[config.mk]
export PLATFORM = sky130hd
export DESIGN_NAME = decode_exec_writeback
export DESIGN_NICKNAME = d
export VERILOG_FILES = /design/src/rtl/decode_exec_writeback.sv
export SDC_FILE = /design/constraint.sdc
export NUM_CORES = 2
export LEC_CHECK = 0
export CAP_MARGIN = 20
export CELL_PAD_IN_SITES_DETAIL_PLACEMENT = 2
export CELL_PAD_IN_SITES_GLOBAL_PLACEMENT = 2
export CORE_AREA = 2 2 457 549
export DETAILED_ROUTE_END_ITERATION = 10
export DIE_AREA = 0 0 459 551
export PLACE_DENSITY_LB_ADDON = 0.1
export SYNTH_ARGS = -nofsm -noshare
export SYNTH_HDL_FRONTEND = slang
export SYNTH_SLANG_ARGS = --single-unit
export TNS_END_PERCENT = 20
[constraint.sdc]
create_clock -name clk_i -period 15.8 [get_ports clk_i]
set_clock_uncertainty 0.1 [all_clocks]
set_input_delay 3.16 -clock clk_i [delete_from_list [all_inputs] [get_ports clk_i]]
set_output_delay 3.16 -clock clk_i [all_outputs]
set_load 0.03 [all_outputs]
[src/rtl/decode_exec_writeback.sv]
`default_nettype none
// ============================================================================
// Module   : decode_exec_writeback
// Purpose  : Integer decode / execute / write-back slice of a five-stage DLX
//            pipeline. Holds the 32x32 register file, decodes the IF/ID
//            instruction, resolves branches and jumps in decode, owns the
//            ID/EX and EX/MEM registers, the ALU with forwarding muxes and
//            the MEM/WB write-back mux.
// Ports    : clk_i, rst_ni                - clock, async active-low reset
//            instruction_i, pc_plus4_i    - IF/ID stage inputs
//            fwd_a_i, fwd_b_i, mem_aluout_i - forwarding selects and data
//            wb_*_i                       - MEM/WB stage inputs
//            rs1_o, rs2_o, branch_o, jump_o, jump_reg_o, branch_target_o,
//            bus_a_o                      - decode-stage outputs
//            ex_*_o                       - EX/MEM register outputs
//            bus_w_o, wrenable_o, rw_w_o  - write-back port
// Revision : 1.0 - initial release
// ============================================================================
module decode_exec_writeback (
    input  logic        clk_i,
    input  logic        rst_ni,
    input  logic [31:0] instruction_i,
    input  logic [31:0] pc_plus4_i,
    input  logic [1:0]  fwd_a_i,
    input  logic [1:0]  fwd_b_i,
    input  logic [31:0] mem_aluout_i,
    input  logic        wb_mem2reg_i,
    input  logic        wb_regwrite_i,
    input  logic        wb_jal_i,
    input  logic [4:0]  wb_rw_i,
    input  logic [31:0] wb_dmemout_i,
    input  logic [31:0] wb_aluout_i,
    input  logic [31:0] wb_link_i,
    output logic [4:0]  rs1_o,
    output logic [4:0]  rs2_o,
    output logic        branch_o,
    output logic        jump_o,
    output logic        jump_reg_o,
    output logic [31:0] branch_target_o,
    output logic [31:0] bus_a_o,
    output logic        ex_memwrite_o,
    output logic        ex_mem2reg_o,
    output logic        ex_regwrite_o,
    output logic        ex_loadext_o,
    output logic        ex_jal_o,
    output logic [1:0]  ex_dsize_o,
    output logic [4:0]  ex_rw_o,
    output logic [31:0] ex_aluout_o,
    output logic [31:0] ex_busb_o,
    output logic [31:0] ex_link_o,
    output logic [31:0] bus_w_o,
    output logic        wrenable_o,
    output logic [4:0]  rw_w_o
);

    localparam logic [3:0] c_ALU_ADD  = 4'd0;
    localparam logic [3:0] c_ALU_SUB  = 4'd1;
    localparam logic [3:0] c_ALU_AND  = 4'd2;
    localparam logic [3:0] c_ALU_OR   = 4'd3;
    localparam logic [3:0] c_ALU_XOR  = 4'd4;
    localparam logic [3:0] c_ALU_SLL  = 4'd5;
    localparam logic [3:0] c_ALU_SRL  = 4'd6;
    localparam logic [3:0] c_ALU_SRA  = 4'd7;
    localparam logic [3:0] c_ALU_SEQ  = 4'd8;
    localparam logic [3:0] c_ALU_SNE  = 4'd9;
    localparam logic [3:0] c_ALU_SLT  = 4'd10;
    localparam logic [3:0] c_ALU_SGT  = 4'd11;
    localparam logic [3:0] c_ALU_SLE  = 4'd12;
    localparam logic [3:0] c_ALU_SGE  = 4'd13;
    localparam logic [3:0] c_ALU_PASB = 4'd14;

    typedef struct packed {
        logic       memwrite;
        logic       mem2reg;
        logic       regwrite;
        logic       loadext;
        logic       jal;
        logic [1:0] dsize;
        logic [4:0] rw;
    } ctrl_t;

    logic [5:0]  opcode;
    logic [5:0]  func;
    logic [31:0] bus_w;
    logic [31:0] rdata_a;
    logic [31:0] rdata_b;
    logic [31:0] regs_q [32];

    assign opcode = instruction_i[31:26];
    assign func   = instruction_i[5:0];
    assign rs1_o  = instruction_i[25:21];
    assign rs2_o  = instruction_i[20:16];

    // ---------------- write-back ----------------
    assign bus_w      = wb_jal_i ? wb_link_i : (wb_mem2reg_i ? wb_dmemout_i : wb_aluout_i);
    assign bus_w_o    = bus_w;
    assign wrenable_o = wb_regwrite_i;
    assign rw_w_o     = wb_rw_i;

    // ---------------- register file ----------------
    always_ff @(posedge clk_i or negedge rst_ni) begin
        if (!rst_ni) begin
            for (int i = 0; i < 32; i++) regs_q[i] <= '0;
        end else if (wb_regwrite_i && (wb_rw_i != 5'd0)) begin
            regs_q[wb_rw_i] <= bus_w;
        end
    end

    // Write-first bypass so a decode in the write-back cycle sees the new value.
    assign rdata_a = (rs1_o == 5'd0) ? 32'd0 :
                     (wb_regwrite_i && (wb_rw_i == rs1_o)) ? bus_w : regs_q[rs1_o];
    assign rdata_b = (rs2_o == 5'd0) ? 32'd0 :
                     (wb_regwrite_i && (wb_rw_i == rs2_o)) ? bus_w : regs_q[rs2_o];
    assign bus_a_o = rdata_a;

    // ---------------- branch / jump resolution ----------------
    logic        is_jimm;
    logic [31:0] sext16;
    logic [31:0] sext26;

    assign is_jimm         = (opcode == 6'd2) || (opcode == 6'd3);
    assign sext16          = {{16{instruction_i[15]}}, instruction_i[15:0]};
    assign sext26          = {{6{instruction_i[25]}}, instruction_i[25:0]};
    assign branch_target_o = pc_plus4_i + (is_jimm ? sext26 : sext16);
    assign branch_o        = ((opcode == 6'd4) && (rdata_a == 32'd0)) ||
                             ((opcode == 6'd5) && (rdata_a != 32'd0));
    assign jump_o          = is_jimm || (opcode == 6'd18) || (opcode == 6'd19);
    assign jump_reg_o      = (opcode == 6'd18) || (opcode == 6'd19);

    // ---------------- decode ----------------
    ctrl_t       dec_ctrl;
    logic [4:0]  dec_rd;
    logic [3:0]  dec_aluop;
    logic        dec_use_imm;
    logic        dec_zext;
    logic        dec_lhi;
    logic [31:0] dec_imm;

    always_comb begin
        dec_ctrl    = '0;
        dec_rd      = instruction_i[20:16];
        dec_aluop   = c_ALU_ADD;
        dec_use_imm = 1'b1;
        dec_zext    = 1'b0;
        dec_lhi     = 1'b0;
        case (opcode)
            6'd0: begin
                dec_use_imm       = 1'b0;
                dec_rd            = instruction_i[15:11];
                dec_ctrl.regwrite = 1'b1;
                case (func)
                    6'h20, 6'h21: dec_aluop = c_ALU_ADD;
                    6'h22, 6'h23: dec_aluop = c_ALU_SUB;
                    6'h24: dec_aluop = c_ALU_AND;
                    6'h25: dec_aluop = c_ALU_OR;
                    6'h26: dec_aluop = c_ALU_XOR;
                    6'h04: dec_aluop = c_ALU_SLL;
                    6'h06: dec_aluop = c_ALU_SRL;
                    6'h07: dec_aluop = c_ALU_SRA;
                    6'h28: dec_aluop = c_ALU_SEQ;
                    6'h29: dec_aluop = c_ALU_SNE;
                    6'h2A: dec_aluop = c_ALU_SLT;
                    6'h2B: dec_aluop = c_ALU_SGT;
                    6'h2C: dec_aluop = c_ALU_SLE;
                    6'h2D: dec_aluop = c_ALU_SGE;
                    default: dec_ctrl.regwrite = 1'b0;
                endcase
            end
            6'd8, 6'd9:   begin dec_aluop = c_ALU_ADD; dec_ctrl.regwrite = 1'b1; end
            6'd10, 6'd11: begin dec_aluop = c_ALU_SUB; dec_ctrl.regwrite = 1'b1; end
            6'd12: begin dec_aluop = c_ALU_AND; dec_zext = 1'b1; dec_ctrl.regwrite = 1'b1; end
            6'd13: begin dec_aluop = c_ALU_OR;  dec_zext = 1'b1; dec_ctrl.regwrite = 1'b1; end
            6'd14: begin dec_aluop = c_ALU_XOR; dec_zext = 1'b1; dec_ctrl.regwrite = 1'b1; end
            6'd15: begin dec_aluop = c_ALU_PASB; dec_lhi = 1'b1; dec_ctrl.regwrite = 1'b1; end
            6'd20: begin dec_aluop = c_ALU_SLL; dec_ctrl.regwrite = 1'b1; end
            6'd22: begin dec_aluop = c_ALU_SRL; dec_ctrl.regwrite = 1'b1; end
            6'd23: begin dec_aluop = c_ALU_SRA; dec_ctrl.regwrite = 1'b1; end
            6'd24: begin dec_aluop = c_ALU_SEQ; dec_ctrl.regwrite = 1'b1; end
            6'd25: begin dec_aluop = c_ALU_SNE; dec_ctrl.regwrite = 1'b1; end
            6'd26: begin dec_aluop = c_ALU_SLT; dec_ctrl.regwrite = 1'b1; end
            6'd27: begin dec_aluop = c_ALU_SGT; dec_ctrl.regwrite = 1'b1; end
            6'd28: begin dec_aluop = c_ALU_SLE; dec_ctrl.regwrite = 1'b1; end
            6'd29: begin dec_aluop = c_ALU_SGE; dec_ctrl.regwrite = 1'b1; end
            6'd32, 6'd33, 6'd35, 6'd36, 6'd37: begin
                dec_ctrl.mem2reg  = 1'b1;
                dec_ctrl.regwrite = 1'b1;
                dec_ctrl.loadext  = (opcode == 6'd32) || (opcode == 6'd33);
                dec_ctrl.dsize    = (opcode == 6'd35) ? 2'b10 :
                                    ((opcode == 6'd33) || (opcode == 6'd37)) ? 2'b01 : 2'b00;
            end
            6'd40, 6'd41, 6'd43: begin
                dec_ctrl.memwrite = 1'b1;
                dec_ctrl.dsize    = (opcode == 6'd43) ? 2'b10 :
                                    (opcode == 6'd41) ? 2'b01 : 2'b00;
            end
            6'd3, 6'd19: begin
                dec_ctrl.jal      = 1'b1;
                dec_ctrl.regwrite = 1'b1;
                dec_rd            = 5'd31;
            end
            default: ;
        endcase
        // Non-writing instructions carry rw=0 so EX/MEM looks like a bubble.
        dec_ctrl.rw = dec_ctrl.regwrite ? dec_rd : 5'd0;
    end

    assign dec_imm = dec_lhi  ? {instruction_i[15:0], 16'h0000} :
                     dec_zext ? {16'h0000, instruction_i[15:0]} : sext16;

    // ---------------- ID/EX register ----------------
    ctrl_t       idex_ctrl_q;
    logic [3:0]  idex_aluop_q;
    logic        idex_use_imm_q;
    logic [31:0] idex_a_q;
    logic [31:0] idex_b_q;
    logic [31:0] idex_imm_q;
    logic [31:0] idex_link_q;

    always_ff @(posedge clk_i or negedge rst_ni) begin
        if (!rst_ni) begin
            idex_ctrl_q    <= '0;
            idex_aluop_q   <= c_ALU_ADD;
            idex_use_imm_q <= 1'b0;
            idex_a_q       <= '0;
            idex_b_q       <= '0;
            idex_imm_q     <= '0;
            idex_link_q    <= '0;
        end else begin
            idex_ctrl_q    <= dec_ctrl;
            idex_aluop_q   <= dec_aluop;
            idex_use_imm_q <= dec_use_imm;
            idex_a_q       <= rdata_a;
            idex_b_q       <= rdata_b;
            idex_imm_q     <= dec_imm;
            idex_link_q    <= pc_plus4_i + 32'd4;
        end
    end

    // ---------------- execute ----------------
    logic [31:0] ex_a;
    logic [31:0] ex_rt;
    logic [31:0] ex_b;
    logic [31:0] alu_res;

    always_comb begin
        case (fwd_a_i)
            2'b01:   ex_a = mem_aluout_i;
            2'b10:   ex_a = bus_w;
            default: ex_a = idex_a_q;
        endcase
        case (fwd_b_i)
            2'b01:   ex_rt = mem_aluout_i;
            2'b10:   ex_rt = bus_w;
            default: ex_rt = idex_b_q;
        endcase
    end

    assign ex_b = idex_use_imm_q ? idex_imm_q : ex_rt;

    always_comb begin
        alu_res = '0;
        case (idex_aluop_q)
            c_ALU_ADD:  alu_res = ex_a + ex_b;
            c_ALU_SUB:  alu_res = ex_a - ex_b;
            c_ALU_AND:  alu_res = ex_a & ex_b;
            c_ALU_OR:   alu_res = ex_a | ex_b;
            c_ALU_XOR:  alu_res = ex_a ^ ex_b;
            c_ALU_SLL:  alu_res = ex_a << ex_b[4:0];
            c_ALU_SRL:  alu_res = ex_a >> ex_b[4:0];
            c_ALU_SRA:  alu_res = $unsigned($signed(ex_a) >>> ex_b[4:0]);
            c_ALU_SEQ:  alu_res = {31'd0, ex_a == ex_b};
            c_ALU_SNE:  alu_res = {31'd0, ex_a != ex_b};
            c_ALU_SLT:  alu_res = {31'd0, $signed(ex_a) <  $signed(ex_b)};
            c_ALU_SGT:  alu_res = {31'd0, $signed(ex_a) >  $signed(ex_b)};
            c_ALU_SLE:  alu_res = {31'd0, $signed(ex_a) <= $signed(ex_b)};
            c_ALU_SGE:  alu_res = {31'd0, $signed(ex_a) >= $signed(ex_b)};
            c_ALU_PASB: alu_res = ex_b;
            default:    alu_res = '0;
        endcase
    end

    // ---------------- EX/MEM register ----------------
    ctrl_t       exmem_ctrl_q;
    logic [31:0] exmem_aluout_q;
    logic [31:0] exmem_busb_q;
    logic [31:0] exmem_link_q;

    always_ff @(posedge clk_i or negedge rst_ni) begin
        if (!rst_ni) begin
            exmem_ctrl_q   <= '0;
            exmem_aluout_q <= '0;
            exmem_busb_q   <= '0;
            exmem_link_q   <= '0;
        end else begin
            exmem_ctrl_q   <= idex_ctrl_q;
            exmem_aluout_q <= alu_res;
            exmem_busb_q   <= ex_rt;
            exmem_link_q   <= idex_link_q;
        end
    end

    assign ex_memwrite_o = exmem_ctrl_q.memwrite;
    assign ex_mem2reg_o  = exmem_ctrl_q.mem2reg;
    assign ex_regwrite_o = exmem_ctrl_q.regwrite;
    assign ex_loadext_o  = exmem_ctrl_q.loadext;
    assign ex_jal_o      = exmem_ctrl_q.jal;
    assign ex_dsize_o    = exmem_ctrl_q.dsize;
    assign ex_rw_o       = exmem_ctrl_q.rw;
    assign ex_aluout_o   = exmem_aluout_q;
    assign ex_busb_o     = exmem_busb_q;
    assign ex_link_o     = exmem_link_q;

endmodule
`default_nettype wire

==> summary.txt <==
Clock tree
  – Clock transition at path regs: ~70 ps
  – Number of buffers added for setup after CTS: 0
  – Max Buffers Root-to-Sink: 4
  – Clk sink count: 1277
  – CTS root buf: clkbuf_16
  – Inserted Clock Buffers: 163
  – H-tree depth: 4
  – Skew-Pair Late Insertion Delay: 870 ps
  – CTS resizes: 0
  – Hold Buf Count CTS: 0
  – TritonCTS clock tree: built

STA
  – Setup WS post-layout: between 3000 and 4000 ps
  – Minimum clock period: ~12000 ps
  – Max_slew headroom: 0.103
  – Fmax: between 80 and 90 MHz
  – Setup TNS: 0 ps
  – Worst slew pin tran: between 1000 and 1500 ps
  – Max Slew Vio Count: 0
  – Final hold slack: between 200 and 250 ps
  – RSZ-0062 raised after global routing: false
  – Fin crit share: 0.790
  – Final setup fails: 0
  – Fin. Hold Viols: 0

Logic synthesis
  – #FFs+latches synth: around 1300
  – EDFF count, synth: 0
  – Post-synth ARST share: 1.00
  – Net Count, Synth: 7591
  – XOR/XNOR share of the synthesized area: 0.0108
  – Post-synthesis adder-cell area fraction: 0.0236
  – Post-synthesis sequential area ratio: 0.432
  – Synth Instances: ~7200
  – Main combinational cell family by area after synthesis: multiplexers
  – Post-synth top flop: dfrtp_1
  – Post-synthesis mux area share: 0.206
  – Compound-gate portion of the synthesized area: 0.170
  – Synthesized cell area: around 74000 um2
  – YS warnings: 0
  – Yosys cell types: between 90 and 100
  – Simple-gate portion of the synthesized area: 0.110
  – Avg Cell Area, Syn: ~10 um2

Global routing
  – Largest net degree at the start of global routing: ~170
  – Vias in the first global route: approximately 68000
  – Global-route wire length before repair: 553 mm
  – GR Overflow Total: 0
  – Tot GR Track Use: 0.307
  – Initial antenna violation count: 38

Floorplanning
  – Die ar.: about 250000 um2
  – Chip width: approximately 460 um
  – Initial Utilization: 0.299
  – # rows: 200
  – I/O pin cnt: around 430
  – Core area: 247000 um2
  – Die Y: ~550 um

Critical path
  – CP Launch Type: primary input
  – Crit path kind: primary input to output pin
  – Worst Setup End Kind: output pin
  – WP data arrival: 9220 ps
  – CP required: about 13000 ps
  – Crit Path Max Fanout: 50

Finish
  – FF/Latch Area: ~32000 um2
  – P&R area growth vs syn: 17.9%
  – Footprint of the multi-input gates: around 40000 um2
  – Fill cells: about 26000
  – Fraction of layout cells with a size suffix above 1: 0.156
  – Non-Filler Instances: around 11000
  – NumNets Final: slightly below 8000

Route
  – Met2 WL: 192 mm
  – First-pass iteration count of the detailed router: 7
  – Metal-1 WL: ~160 mm
  – Post-DR vias/cell: 5.89
  – Met3 wire length: between 15 and 20 mm
  – Final WL: 394 mm
  – ANT nets after route: 0
  – Top Metal Used: met5
  – Vias: about 63000
  – Starting DRT DRC Count: ~5200
  – Remaining DRCs: 0
  – Routed WL per cell: between 30 and 40 um

Placed design
  – DP Cell Count: 10400
  – Pre-CTS WS: 3580 ps
  – Post-DP HPWL: about 270 mm
  – Final Wtd Congestion: approximately 0.9
  – # port buffers: approximately 430

Power and ir drop
  – Maximum vdd drop: approximately 0.082 mV
  – Pwr dens: between 100 and 150 nW/um2
  – Pwr Total: around 12 mW
  – Pleak: between 30 and 40 nW

Outcome
  – Status: finished, final reports clean

Min path
  – Hold WC Path Type: register to register

Flow run
  – Max cap viols: 0
-- layout make-up --
cell class              count  share of cell area
clock inverters            43             0.00486
multi-input cells        5096               0.447
well taps                3232              0.0464
inverters                 169             0.00727
flip-flops and latches   1277               0.366
repair buffers            669              0.0722
clock buffers             240              0.0556
diodes                     13            0.000373
-- worst max-delay path, stage by stage --
cell	delay, ps
buf_8	480
buf_4	730
mux4_2	590
a22oi_1	340
a21boi_0	190
o21ai_0	720
a21oi_1	290
nor4_1	460
nand3_1	190
nor4_2	810
mux2_1	410
clkdlybuf4s50_1	650
-- flip-flops by register name, indices dropped and copies added, names as in the netlist, 4 cells and up --
register	cells
ex_aluout_o	32
idex_imm_q	32
idex_b_q	32
ex_rw_o	5
idex_ctrl_q	12
idex_aluop_q	4
regs_q	1024
ex_busb_o	32
idex_a_q	32
ex_link_o	32
idex_link_q	32
-- layout by cell type (no fill, tap or decap), types with 41 or more instances in the layout --
| cell type | n |
|---|---|
| dfrtp_1 | 1275 |
| nand2_1 | 1223 |
| o21ai_0 | 1133 |
| mux4_2 | 498 |
| clkdlybuf4s50_1 | 415 |
| mux2i_1 | 342 |
| buf_4 | 229 |
| a21oi_1 | 222 |
| nor2_1 | 168 |
| clkbuf_16 | 166 |
| inv_1 | 164 |
| ha_1 | 132 |
| a22oi_1 | 130 |
| nor2b_1 | 118 |
| a211oi_1 | 94 |
| a21o_1 | 69 |
| nand3_1 | 66 |
| xnor2_1 | 63 |
| nor3_1 | 57 |
| o22ai_1 | 55 |
| mux2_2 | 54 |
| a221oi_1 | 42 |
| clkbuf_8 | 42 |
| o211ai_1 | 41 |
-- per-stage QoR --
step | utilization | area (um2)
2_1_floorplan | - | 74000
3_3_place_gp | 0.330 | 81700
3_5_place_dp | 0.331 | 81800
4_1_cts | 0.352 | 87100
5_1_grt | 0.353 | 87200
6_report | 0.353 | 87200
-- final timing paths --
check	cells past startpoint	from	endpoint	slack [ps]
min reg2reg	0	idex_ctrl_q[0]	ex_rw_o[0]	230
max reg2reg	14	idex_use_imm_q	ex_aluout_o[29]	9470
min in group asynchronous	1	rst_ni	ex_aluout_o[8]	2200
max in group asynchronous	4	rst_ni	regs_q[860]	10200
max	12	instruction_i[21]	branch_o	3320
min	0	idex_ctrl_q[0]	ex_rw_o[0]	230
-- per-layer routing --
layer | global-route usage | up-vias
met5 | 0 | -
met4 | 0.131 | 6
met3 | 0.0424 | 577
met2 | 0.521 | 1897
met1 | 0.392 | 34100
li1 | - | 26700
-- Yosys cell counts, types with 20 or more instances --
cell type  count  area share
a211o_1       21      0.0025
buf_4         42      0.0043
a221oi_1      42      0.0050
o211ai_1      41      0.0042
inv_1        166      0.0084
mux2_2        54      0.0082
nor2_1       172      0.0087
and3_1        24      0.0020
o22ai_1       55      0.0047
nor3_1        61      0.0041
nand2b_1      36      0.0030
buf_2         47      0.0032
mux2i_1      342       0.046
mux4_2       498        0.15
a21o_1        69      0.0070
a31oi_1       33      0.0028
nand2_1     1254       0.064
ha_1         134       0.023
a211oi_1     101       0.010
a21oi_1      231       0.016
a22oi_1      130       0.013
nor2b_1      120       0.010
or3_1         20      0.0017
o221ai_1      26      0.0031
clkbuf_1     557       0.028
o21ai_0     1135       0.077
xnor2_1       63      0.0075
nand3_1       67      0.0045
xor2_1        28      0.0033
buf_1         55      0.0028
nor4_1        21      0.0018
dfrtp_1     1277        0.43
o31ai_1       27      0.0027
nand4_1       23      0.0019
-- kinds of logic (layout without fill, tap and decap cells) --
| logic type | Yosys count | in the layout |
|---|---|---|
| compound gates | 2099 | 2099 |
| simple gates | 1873 | 1873 |
| flops | 1277 | 1277 |
| mux | 895 | 895 |
| buf+inv | 875 | 1121 |
| fa+ha+maj | 138 | 138 |
| xor+xnor | 91 | 91 |
| other cells | 0 | 13 |
-- power by group --
group	internal [mW]	switching, mW	leakage [nW]
registers	3.91	0.504	16.3
logic	1.31	2.02	18.8
clock network	2.22	1.59	2.62
total	7.44	4.11	37.7
Power figures use the tool's default switching activity.
